--- src/rtl/aes_scan_pkg.sv ---
// Shared constants and FSM encoding for the AES scan sequencer.
package aes_scan_pkg;

  localparam int CHAIN_LEN    = 144;
  localparam int DATA_BYTES   = 16;
  localparam int STATUS_BYTES = 2;

  localparam logic [1:0] OP_SHIFT = 2'd0;
  localparam logic [1:0] OP_RUN   = 2'd1;
  localparam logic [1:0] OP_LOAD  = 2'd2;
  localparam logic [1:0] OP_RTD   = 2'd3;

  typedef enum logic [2:0] {
    ST_IDLE,
    ST_COLLECT,
    ST_ALIGN,
    ST_EXEC,
    ST_EMIT
  } state_t;

endpackage

--- src/rtl/aes_scan_buf.sv ---
// Chain-image buffer: byte load at the LSB end (first byte ends up at the MSB),
// byte unload from the MSB end, and a bit-serial exchange port on the MSB.
module aes_scan_buf #(
  parameter int W = 144
) (
  input  logic       clk,
  input  logic       rst,
  input  logic       load,
  input  logic [7:0] load_byte,
  input  logic       unload,
  input  logic       xchg,
  input  logic       xchg_in,
  output logic       top_bit,
  output logic [7:0] top_byte
);

  logic [W-1:0] q;

  // One shift per cycle; the FSM never asserts two controls at once.
  always_ff @(posedge clk or posedge rst) begin
    if (rst)         q <= '0;
    else if (load)   q <= {q[W-9:0], load_byte};
    else if (xchg)   q <= {q[W-2:0], xchg_in};
    else if (unload) q <= {q[W-9:0], 8'h00};
  end

  assign top_bit  = q[W-1];
  assign top_byte = q[W-1 -: 8];

endmodule

--- src/rtl/aes_scan_sequencer.sv ---
// Command sequencer for the scan-chained AES core: parks the core by rotating
// its chain, tracks rotation so every window starts aligned, and executes
// SHIFT / RUN / LOAD / RUN_TO_DONE byte commands.
module aes_scan_sequencer #(
  parameter int CHAIN_LEN   = 144,
  parameter int CHAIN_BYTES = CHAIN_LEN / 8
) (
  input  logic         clk,
  input  logic         rst,
  input  logic         cmd_valid,
  output logic         cmd_ready,
  input  logic [1:0]   cmd_op,
  input  logic [7:0]   cmd_arg,
  input  logic         wr_valid,
  output logic         wr_ready,
  input  logic [7:0]   wr_data,
  output logic         rd_valid,
  input  logic         rd_ready,
  output logic [7:0]   rd_data,
  output logic         core_scan_enable,
  output logic         core_scan_in,
  input  logic         core_scan_out,
  output logic         core_load,
  output logic         core_dec,
  output logic [127:0] core_data,
  input  logic         core_done,
  output logic         busy
);
  import aes_scan_pkg::*;

  localparam int RW = $clog2(CHAIN_LEN);
  localparam int BW = $clog2(CHAIN_BYTES + 1);

  state_t        state, state_nx;
  logic [1:0]    op;
  logic [7:0]    arg;
  logic [RW-1:0] rot;
  logic [8:0]    cnt;
  logic [BW-1:0] bcnt, last_in, last_out;
  logic          done_seen, at_wrap, enter_exec;
  logic          cmd_fire, wr_fire, rd_fire;
  logic          buf_bit;
  logic [7:0]    buf_byte, cnt_m1;

  // at_wrap: the next scan edge brings the chain back to natural alignment
  assign at_wrap    = (rot == RW'(CHAIN_LEN - 1));
  assign cmd_fire   = cmd_valid & cmd_ready;
  assign wr_fire    = wr_valid & wr_ready;
  assign rd_fire    = rd_valid & rd_ready;
  assign last_in    = (op == OP_SHIFT) ? BW'(CHAIN_BYTES - 1) : BW'(DATA_BYTES - 1);
  assign last_out   = (op == OP_SHIFT) ? BW'(CHAIN_BYTES - 1) : BW'(STATUS_BYTES - 1);
  assign cnt_m1     = cnt[7:0] - 8'd1;
  assign busy       = (state != ST_IDLE);
  assign enter_exec = (state_nx == ST_EXEC) && (state != ST_EXEC);

  aes_scan_buf #(.W(CHAIN_LEN)) u_buf (
    .clk      (clk),
    .rst      (rst),
    .load     (wr_fire && op == OP_SHIFT),
    .load_byte(wr_data),
    .unload   (rd_fire && op == OP_SHIFT),
    .xchg     (state == ST_EXEC && op == OP_SHIFT),
    .xchg_in  (core_scan_out),
    .top_bit  (buf_bit),
    .top_byte (buf_byte)
  );

  // State register.
  always_ff @(posedge clk or posedge rst) begin
    if (rst) state <= ST_IDLE;
    else     state <= state_nx;
  end

  // Rotation tracker: follows every scan edge the core sees, holds on functional edges.
  always_ff @(posedge clk or posedge rst) begin
    if (rst)                   rot <= '0;
    else if (core_scan_enable) rot <= at_wrap ? '0 : rot + 1'b1;
  end

  // Next state and core/stream outputs; anything outside a window parks the chain.
  always_comb begin
    state_nx         = state;
    cmd_ready        = 1'b0;
    wr_ready         = 1'b0;
    rd_valid         = 1'b0;
    rd_data          = '0;
    core_scan_enable = 1'b1;
    core_scan_in     = core_scan_out;
    core_load        = 1'b0;
    case (state)
      ST_IDLE: begin
        cmd_ready = 1'b1;
        if (cmd_valid) begin
          if (cmd_op == OP_SHIFT || cmd_op == OP_LOAD) state_nx = ST_COLLECT;
          else                                         state_nx = at_wrap ? ST_EXEC : ST_ALIGN;
        end
      end
      ST_COLLECT: begin
        wr_ready = 1'b1;
        if (wr_valid && bcnt == last_in) state_nx = at_wrap ? ST_EXEC : ST_ALIGN;
      end
      ST_ALIGN: if (at_wrap) state_nx = ST_EXEC;
      ST_EXEC: begin
        case (op)
          OP_SHIFT: begin
            core_scan_in = buf_bit;
            if (cnt == 9'(CHAIN_LEN - 1)) state_nx = ST_EMIT;
          end
          OP_RUN: begin
            core_scan_enable = 1'b0;
            if (cnt[7:0] == arg) state_nx = ST_IDLE;
          end
          OP_LOAD: begin
            core_scan_enable = 1'b0;
            core_load        = 1'b1;
            state_nx         = ST_IDLE;
          end
          default: begin
            // a done core gets a scan edge instead of another functional edge
            core_scan_enable = core_done;
            if (core_done || cnt[7:0] == arg) state_nx = ST_EMIT;
          end
        endcase
      end
      ST_EMIT: begin
        rd_valid = 1'b1;
        if (op == OP_SHIFT)   rd_data = buf_byte;
        else if (bcnt == '0) rd_data = {7'b0, done_seen};
        else                  rd_data = cnt_m1;
        if (rd_ready && bcnt == last_out) state_nx = ST_IDLE;
      end
      default: state_nx = ST_IDLE;
    endcase
  end

  // Command capture, byte/edge counters and the LOAD data register.
  always_ff @(posedge clk or posedge rst) begin
    if (rst) begin
      op        <= OP_SHIFT;
      arg       <= '0;
      cnt       <= '0;
      bcnt      <= '0;
      done_seen <= 1'b0;
      core_dec  <= 1'b0;
      core_data <= '0;
    end else begin
      if (cmd_fire) begin
        op   <= cmd_op;
        arg  <= cmd_arg;
        bcnt <= '0;
        if (cmd_op == OP_LOAD) core_dec <= cmd_arg[0];
      end
      if (wr_fire) begin
        bcnt <= bcnt + 1'b1;
        if (op == OP_LOAD) core_data <= {core_data[119:0], wr_data};
      end
      if (enter_exec) begin
        cnt       <= '0;
        done_seen <= 1'b0;
      end else if (state == ST_EXEC) begin
        if (op == OP_RTD && core_done) done_seen <= 1'b1;
        else                           cnt <= cnt + 1'b1;
        if (state_nx == ST_EMIT) bcnt <= '0;
      end
      if (rd_fire) bcnt <= bcnt + 1'b1;
    end
  end

endmodule

--- config.mk ---
export PLATFORM = sky130hd
export DESIGN_NAME = aes_scan_sequencer
export DESIGN_NICKNAME = d
export VERILOG_FILES = /design/src/rtl/aes_scan_pkg.sv /design/src/rtl/aes_scan_buf.sv /design/src/rtl/aes_scan_sequencer.sv
export SDC_FILE = /design/constraint.sdc
export NUM_CORES = 1
export LEC_CHECK = 0
export CORE_MARGIN = 1.5
export CORE_UTILIZATION = 50
export CTS_BUF_LIST = sky130_fd_sc_hd__clkbuf_16
export CTS_CLUSTER_DIAMETER = 100
export DETAILED_ROUTE_END_ITERATION = 6
export GPL_ROUTABILITY_DRIVEN = 0
export GPL_TIMING_DRIVEN = 0
export PLACE_DENSITY = 0.73
export SLEW_MARGIN = 10
export SYNTH_ARGS = -nofsm -noshare
export SYNTH_HDL_FRONTEND = slang
export SYNTH_SLANG_ARGS = --single-unit
--- constraint.sdc ---
create_clock -name clk -period 13.3 [get_ports clk]
set_input_delay 1.33 -clock clk [delete_from_list [all_inputs] [get_ports clk]]
set_output_delay 1.33 -clock clk [all_outputs]
set_load 0.02 [all_outputs]
======== Word-level counts from Yosys, hierarchy flattened ========
Index checks and enable logic that the tools add are counted.
word-level totals
  bits in registers ....................... 309
  input port bits ......................... 25
  logic and storage cells ................. 97
operators by class
  mux-type cells .......................... 41
  $add $sub $neg .......................... 4
  reductions and logical operators ........ 22
  bitwise gates (word level) .............. 3
  equality and inequality tests ........... 17
operators with widths
  operator               number
  $mux W144              3
  $mux W5                8
  $mux W8                4
  $mux W9                3
  $mux W3                7
  $pmux W3 S5            1
  $mux W1                12
  $eq A5 B5 Y1           2
  $add A9 B1 Y9 const B  1
  $eq A3 B2 Y1 const B   3
  $eq A9 B8 Y1 const B   1
  $pmux W3 S3            1
  $add A8 B1 Y8 const B  1
  $eq A8 B8 Y1           1
  $eq A8 B8 Y1 const B   1
  $reduce_and A2 Y1      4
  $sub A8 B1 Y8 const B  1
  $logic_and A1 B1 Y1    7
  $eq A2 B2 Y1 const B   3
  $eq A3 B3 Y1 const B   2
  $reduce_bool A3 Y1     2
  $add A5 B1 Y5 const B  1
  $logic_not A5 Y1       1
  $logic_not A2 Y1       2
  11 further kinds       15

======== Logic depth before layout (Yosys ltp) ========
Gate-level depths: netlist (run 1).
  depth after elaboration ................. 11
  mapped depth ............................ 9

======== Modules after synthesis ========
From an unflattened synthesis (run 1), not the netlist that was laid out.
unflattened totals
  cells, all modules ...................... 1272
  area, all modules ....................... 14551.5 um^2
modules (own cells, without submodules)
  module              cells an instance  area each (um^2)  seq. area each (um^2)  instances
  aes_scan_buf        742                7374.6            3603.5                 1
  aes_scan_sequencer  530                7176.9            4129.0                 1

======== Least setup slack after synthesis (run 1) ========
No wires, ideal clock.
  path type ............................... reg2out
  from .................................... register cnt[0]
  to ...................................... output rd_data[7]
  buffers on the path ..................... 1
  required time ........................... 11.970 ns
  data arrival time ....................... 1.825 ns
  stages on the path, launching flop included .. 7
  setup slack ............................. 10.145 ns
  cells stage by stage .................... dfrtp_1 buf_2 or4_1 nor4_1 xnor2_1 a22oi_1 nor2_1
between the ends
  cells in the longest elaborated chain, start to end .. 4
ends and longest elaborated chain
  item                    RTL line                   source
  from (decl)             aes_scan_sequencer.sv:38   logic [8:0] cnt;
  from (signal assigned)  aes_scan_sequencer.sv:162  else cnt <= cnt + 1'b1;
  $sub A8 B1 Y8           aes_scan_sequencer.sv:52   assign cnt_m1 = cnt[7:0] - 8'd1;
  $mux W8                 aes_scan_sequencer.sv:128  else if (bcnt == '0) rd_data = {7'b0, done_seen};
  $mux W8                 aes_scan_sequencer.sv:127  if (op == OP_SHIFT) rd_data = buf_byte;
  $mux W8                 aes_scan_sequencer.sv:90   case (state)
  to (decl)               aes_scan_sequencer.sv:19   output logic [7:0] rd_data,
Every way passes these cells.

======== Worst setup path in the final report (run 1) ========
  from .................................... input core_done
  to ...................................... output core_scan_enable
between the ends
  cells in the longest elaborated chain, start to end .. 2
ends and longest elaborated chain
  item         RTL line                   source
  from (decl)  aes_scan_sequencer.sv:26   input logic core_done,
  $pmux W1 S2  aes_scan_sequencer.sv:104  case (op)
  $mux W1      aes_scan_sequencer.sv:90
  to (decl)    aes_scan_sequencer.sv:20   output logic core_scan_enable,
Every way passes these cells.

==> summary by stage, run 1 <==
Run status
The run finished with clean final reports.

Critical path
The critical path goes through clkdlybuf4s50_1, nand3_1, nand3_1, clkdlybuf4s50_1. The largest fanout on the critical path is 9. The origin of the critical flop-to-flop path is cnt[1]$_DFFE_PP0P_. The critical path required time is 11,970 ps.

The slowest stage of the critical path is the clkdlybuf4s50_1 cell. The class of the most critical setup path is input port to output port. The kind of end point of the critical path is an output port. STA classifies the critical path startpoint as an input port.

The reg-to-reg endpoint is bcnt[2]$_DFF_PP0_. The worst register-to-register path has a setup slack of 10,940 ps. On the worst path, the slowest cell contributes a delay of 690 ps. The worst reg2reg path depth is 6. The data arrival time of the worst path is 3190 ps.

Placement
The number of placed instances, taps included is 1,679. The worst setup timing slack at the placement stage is 8800 ps. During placement, the flow inserted port buffers numbering 168. The HPWL after detailed placement is between 20,000 and 25,000 um.

Yosys
The area share of the leading cell type in the synthesized netlist is 56.2%. The number of nets produced by synthesis is roughly 1,200. Sequential elements use 56.2% of the synthesized area. The distinct cell type count after synthesis is 51. The post-synthesis average cell area is approximately 12 um2. dfrtp_1 takes more of the synthesized area than any other cell. By area the synthesized netlist is led by dfrtp_1 56%, mux2_2 11%, mux2i_1 10%. The cell area that synthesis handed to floorplanning was around 14,000 um2.

In this run, synthesis produced a sequential element count of 309. The instance count of the mapped netlist is 1,167. The number of warnings printed during yosys synthesis is 0.

Power and ir drop
The areal power density over the cells is 177 nW/um2. After layout, the design draws a total of 3010 uW. The leakage power is about 0.0075 uW.

Across the VDD grid, the largest voltage drop is 0.000123 V.

Worst hold path
The depth of the worst hold-timing path is 1. The endpoint of the worst hold path is rot[2]$_DFFE_PP0P_. The worst hold path begins at rot[2]$_DFFE_PP0P_. The path type of the worst min-delay path is register to register.

Floorplanning
The floorplan has 60 rows. Measured along the x axis, the die boundary spans around 170 um. The floorplan die height is 169 um. The die area is roughly 29,000 um2. For this design the top-level I/O count stands at 169. The area of the core is 27,000 um2. The starting density of the core is 51.0%.

Cells and area
The end-of-flow core utilization is 63.2%. The area growth from synthesis to layout is 23.9%. Leaving out fill and tap cells, the most frequent cell in the layout is dfrtp_1. In the layout the commonest cells are 309 x dfrtp_1, 179 x nand2_1, 168 x clkdlybuf4s50_1. The fraction of layout cells with a size suffix above 1 is 17.5%. Leaving out filler cells and counting taps, the final layout contains between 1,500 and 2,000. The final-stage net count is 1,406.

Timing
The portion of the clock cycle consumed by the worst path in the final layout is roughly a third. Between clock sinks in the finished design, the worst skew comes to 18.0 ps. The number of hold violations in the final report is 0.

Setup violations remaining at the end of the flow were counted as 0. The number of slew-limit violations in the final report was 0. In this run the tightest slew margin relative to its limit is 52.3%. Setup repair after global routing left no endpoint under its margin.

Derived from the worst setup path, the maximum achievable clock frequency is 0.221 GHz. Setup slack closes at about 9000 ps. After layout, the minimum clock period comes to 4520 ps. For the pin with the worst max-slew slack, the measured transition is 714 ps.

GRT
The global routing usage summed across all routing layers is a little over a fifth. The sum of overflow across all layers after global routing is 0. The number of antenna violations at the first check in global routing is 1.

The pin count of the biggest net entering global routing is 100. The global-route wire length before repair is 50,100 um. The via count of the first global-routing pass is 9,357.

Clock tree
In this run the number of H-tree levels came out at 2. No sink is reached through more buffers than the 3 on the longest clock path. Clock-pin slew was measured on the worst setup and hold paths at 60 ps. The number of buffers created by CTS is 35.

Post-CTS repair changed the size of 0 cells. The root cell of the clock tree is clkbuf_16. In this run the post-CTS setup repair buffer count came out at 0. The TritonCTS clock tree is yes.

Clock tree synthesis found a total of 309 sinks. The number of hold buffers added after CTS was 0. The clock network latency to the later pin of the worst-skew pair is ~510 ps.

Job
The max-capacitance violation count is 0.

Detailed routing
For this run, design rule violations remaining after detail routing come to 0. After detailed routing, the number of vias per cell comes to 5.42. After detailed routing, the average wire length per cell comes to between 15 and 20 um. Wires add up to 30,600 um. The initial DRC count is 694. The detail route stage leaves a number of antenna-violating nets equal to 0. Before antenna repair, the detailed router went through 5 iterations. The count of vias placed by the detailed router is around 9,400.
-- where the power goes --
| group | switching (uW) | leakage, uW | internal, uW |
|---|---|---|---|
| sequential | 139 | 0.00423 | 1100 |
| clock | 368 | 0.000547 | 539 |
| combinational | 493 | 0.00276 | 375 |
-- stage by stage --
stage	hold WS (ps)	instance area, um2	setup TNS, ps
after detailed placement	476	15900	0
after global placement	470	15900	-112740
final	488	17000	0
after CTS	487	17000	0
after floorplan	449	13700	0
after global routing	496	17000	0
-- flip-flops by register name, summed over array words and instances, names as in the netlist --
signal / cells
cnt: 9
core_data: 128
u_buf.q: 144
rot: 8
core_dec: 1
arg: 8
state: 3
op: 2
done_seen: 1
bcnt: 5
-- cell families (layout without fill, tap and decap cells) --
group,after synthesis,in the layout,synth area share (%)
XOR/XNOR,26,26,1.66
multiplexers,269,269,20.8
adder cells (fa/ha/maj),6,6,0.546
other,0,1,0
AND/OR/NAND/NOR,277,277,8.87
flip-flops,309,309,56.2
AO/OA/AOI/OAI,181,181,7.50
buffers and inverters,99,332,4.40
-- worst max-delay path, delay by kind of cell --
| family | cells | cell delay, ps |
|---|---|---|
| buffers and inverters | 2 | 1230 |
| and+or+nand+nor | 2 | 630 |
-- metal layers --
metal	vias up	wire length (um)	GRT usage [%]	part of all wire [%]
met1	4702	14200	31.0	46
met3	46	1370	3.32	4.5
li1	4497	-	-	-
met4	0	677	6.37	2.2
met2	194	14300	34.8	47
met5	-	0	0	0
-- worst max path at each step --
stage	from	to	slack (ps)
2_1_floorplan	rst	arg[0]$_DFFE_PP0P_	3430
3_3_place_gp	rst	u_buf.q[68]$_DFFE_PP0P_	-400
3_5_place_dp	core_done	core_scan_enable	8800
4_1_cts	core_done	core_scan_enable	8790
5_1_grt	core_done	core_scan_enable	8730
6_report	core_done	core_scan_enable	8780
-- Yosys cell counts (all sizes together) --
master     n
dfrtp    309
nand2    179
o21ai    144
mux2i    137
mux2     132
buf       55
nor2      37
clkbuf    26
inv       18
nand3     14
xor2      14
xnor2     12
a21oi      8
a222oi     8
nand4      7
nor3       7
ha         6
nor4       6
a211oi     4
a22oi      4
and3       4
a21o       3
and2       3
nand3b     3
nor4b      3
o22ai      3
a211o      2
a221o      2
nand4b     2
nor2b      2
nor3b      2
or2        2
or3        2
a2bb2oi    1
and3b      1
nor4bb     1
o31ai      1
o41ai      1
or4        1
or4b       1
-- final cells by class --
type | count | area [um2]
Buffer | 81 | 537
Sequential cell | 309 | 7730
Clock inverter | 25 | 159
Inverter | 18 | 75.1
Clock buffer | 37 | 926
Antenna cell | 1 | 2.50
Fill cell | 2096 | 9920
Tap cell | 341 | 427
Timing Repair Buffer | 171 | 1760
Multi-Input combinational cell | 759 | 5410
No activity file was read; power rests on OpenSTA's default activity.
==> run 2, diff against run 1 <==
Clock period 13.3 ns to 4.17 ns, I/O delays scaled along.
==> summary by stage, run 2 (synthesis gave the netlist of run 1 again) <==
Run status
Run status: complete, no violations (unchanged).

Critical path
Cell-by-cell listing of the critical path: buf_2, or4_1, nor4_1, xnor2_1, a22oi_1, nor2_1, clkdlybuf4s50_1 (was clkdlybuf4s50_1, nand3_1, nand3_1, clkdlybuf4s50_1). The capturing instance or port of the critical path is rd_data[7] (was core_scan_enable). The class of the most critical setup path is register to output port (was input port to output port). The origin of the critical flop-to-flop path is cnt[1]$_DFFE_PP0P_ (unchanged).

The kind of cell adding the most delay to the critical path is simple AND/OR/NAND/NOR gates (was buffers and inverters). The instance count on the critical path is 7 (was 4). The kind of end point of the critical path is an output port (unchanged). The reg-to-reg endpoint is bcnt[3]$_DFF_PP0_ (was bcnt[2]$_DFF_PP0_). The category of the worst setup path launch point is a register (was input port). The delay of the slowest cell on the worst path is 610 ps (was 690 ps). The largest fanout on the critical path is 8 (was 9). The critical path required time is 3750 ps (was 11,970 ps). The number of buffer and inverter stages on the critical path is 2 (unchanged). The data arrival time of the worst path is 2880 ps (was 3190 ps). The register-to-register setup slack is 1820 ps (was 10,940 ps). The startpoint of the worst setup timing path is cnt[0]$_DFFE_PP0P_ (was core_done).

The library cell contributing the largest single delay on the critical path is clkdlybuf4s50_1 (unchanged). The worst reg2reg path depth is 6 (unchanged).

Floorplanning
The area of the core is 27,000 um2 (unchanged). The floorplan die height came to 169 um (unchanged). The die area is 28,500 um2 (unchanged). The die span in x is 169 um (unchanged). The total number of placement rows was 60 (unchanged). The number of placed I/O pins is 169 (unchanged).

The starting density of the core was 51.0% (unchanged).

GRT
The pin count of the biggest net entering global routing is 39 (was 100). The sum of overflow across all layers after global routing is 0 (unchanged). The global routing usage summed across all routing layers is 22.1% (was 21.8%). The via count of the first global-routing pass is 9,562 (was 9,357). The global-route wire length before repair is 50,700 um (was 50,100 um).

The number of antenna violations at the first check in global routing is 1 (unchanged).

Timing
The worst max-slew margin expressed relative to the limit is 50.8% (was 52.3%). The number of slew-limit violations in the final report is 0 (unchanged). The post-layout minimum cycle time is 3300 ps.

Setup repair after global routing missed its margin: no (unchanged). The number of hold violations in the final report is 0 (unchanged). In the finished design, the share of the clock period the worst path needs comes to between 70% and 80%. The worst clock skew is 10.1 ps (was 18.0 ps). The total negative slack for setup checks is 0 ps (unchanged). For this run, the top clock speed supported by timing is between 0.3 and 0.4 GHz. The pin slew with the least headroom to its limit was 737 ps (was 714 ps). The final number of setup-violating endpoints is 0 (unchanged). The worst path setup slack after routing is 871 ps (was 8780 ps).

Clock tree
The buffer levels on the longest clock path came to 3 (unchanged). The H-tree depth came to 2 (unchanged). The number of buffers created by CTS is 34 (was 35). The CTS sink count is 309 (unchanged). The root cell of the clock tree is clkbuf_16 (unchanged). The TritonCTS clock tree is yes (unchanged).

The total setup buffers inserted after CTS came to 0 (unchanged). The clock slew seen by the registers of the worst setup and hold paths is 60 ps (about the same). The clock network latency to the later pin of the worst-skew pair is 500 ps (was 510 ps).

The hold buffer count at CTS is 0 (unchanged). The count of instances resized after the clock tree is built came to 0 (unchanged).

Detailed routing
The remaining antenna violation count after routing came to 0 (unchanged). The number of remaining DRC errors came to 0 (unchanged). The count of vias placed by the detailed router was 9,598 (was 9,439). The final routed wire length divided by cell count came to 17.8 um (was 17.5 um).

The first-pass iteration count of the detailed router came to 5 (unchanged). The final wirelength is 31,100 um (was 30,600 um). The initial DRC count is 691 (was 694).

The number of vias per cell after detailed routing was 5.50 (was 5.42).

Cells and area
The final-stage net count is 1,412 (was 1,406). The area growth from synthesis to layout is 24.5% (was 23.9%). Largest regs: u_buf.q (144), core_data (128), cnt (9) (unchanged). The leading cell type in the layout, fill and taps excluded is dfrtp_1 (unchanged). The number of flip-flops in the largest register is 144 (unchanged).

Highest-count cells in the layout ignoring fill and taps: 309 x dfrtp_1, 179 x nand2_1, 168 x clkdlybuf4s50_1 (unchanged). The fraction of layout cells with a size suffix above 1 is 17.7% (was 17.5%). The largest register by flop count is u_buf.q (unchanged).

Placement
The worst setup timing slack at the placement stage is 1390 ps (was 8800 ps). The number of buffer cells added on primary ports is 168 (unchanged). The HPWL after detailed placement came to 22,400 um (was 21,600 um).

Power and ir drop
The areal power density over the cells is 557 nW/um2 (was 177 nW/um2). The leakage power came to 0.00760 uW (was 0.00754 uW). The maximum VDD drop is 0.000414 V (was 0.000123 V).

Worst hold path
The path type of the worst min-delay path is input port to asynchronous set/reset pin (was register to register).

Job
The max-capacitance violation count came to 0 (unchanged).
==> run 2: changes by cell type in the layout (fill, tap and decap cells not counted), sizes merged <==
cell and delta:
buf +7, bufinv -1, clkinv -7, inv +5
==> run 2: layer usage <==
metal	vias up	track usage (%)	wire [um]	part of all wire, %
met5	-	0	0	0
met4	0	7.14	740	2.4
met3	45	3.69	1350	4.3
met2	205	36.0	14800	48
met1	4852	30.3	14200	46
li1	4496	-	-	-
==> run 2: final cells by class <==
class	count	area, um2
Fill cell	2079	9830
Sequential cell	309	7730
Multi-Input combinational cell	759	5410
Timing Repair Buffer	178	1900
Clock buffer	37	926
Buffer	81	537
Tap cell	341	427
Clock inverter	22	113
Inverter	18	71.3
Antenna cell	1	2.50
==> run 2: worst reg2reg max path, cell delays in order, from the launching register on <==
cell      delay (ps)
dfrtp_1          520
ha_1             270
nor4bb_1         270
nand4_1          240
a221o_1          380
nor2_1           350
o21ai_0          170
==> run 2: per-stage QoR <==
step | hold WS, ps | power (uW) | instance area (um2) | util [%] | cells
final | 294 | 9540 | 17100 | 63.5 | 1746
after CTS | 282 | 9620 | 17100 | 63.5 | 1745
after detailed placement | 484 | 6790 | 16100 | 59.6 | 1686
after floorplan | 449 | 5840 | 13800 | - | 1167
after global routing | 302 | 10100 | 17100 | 63.5 | 1746
after global placement | 472 | 6680 | 15900 | 58.8 | 1676
==> run 2: worst min path at each step <==
stage                                 to  slack [ps]  depth (start not counted)
2_1_floorplan         rot[3]$_DFFE_PP0P_         450                          1
3_3_place_gp          rot[2]$_DFFE_PP0P_         470                          1
3_5_place_dp          rot[3]$_DFFE_PP0P_         480                          1
4_1_cts        core_data[90]$_DFFE_PP0P_         280                          2
5_1_grt        core_data[90]$_DFFE_PP0P_         300                          2
6_report       core_data[90]$_DFFE_PP0P_         290                          2
==> run 2: where the power goes <==
part	switching, uW	internal, uW	leakage [uW]
registers	440	3510	0.00423
clock network	1150	1640	0.000551
logic	1580	1210	0.00282
total	3180	6360	0.00760
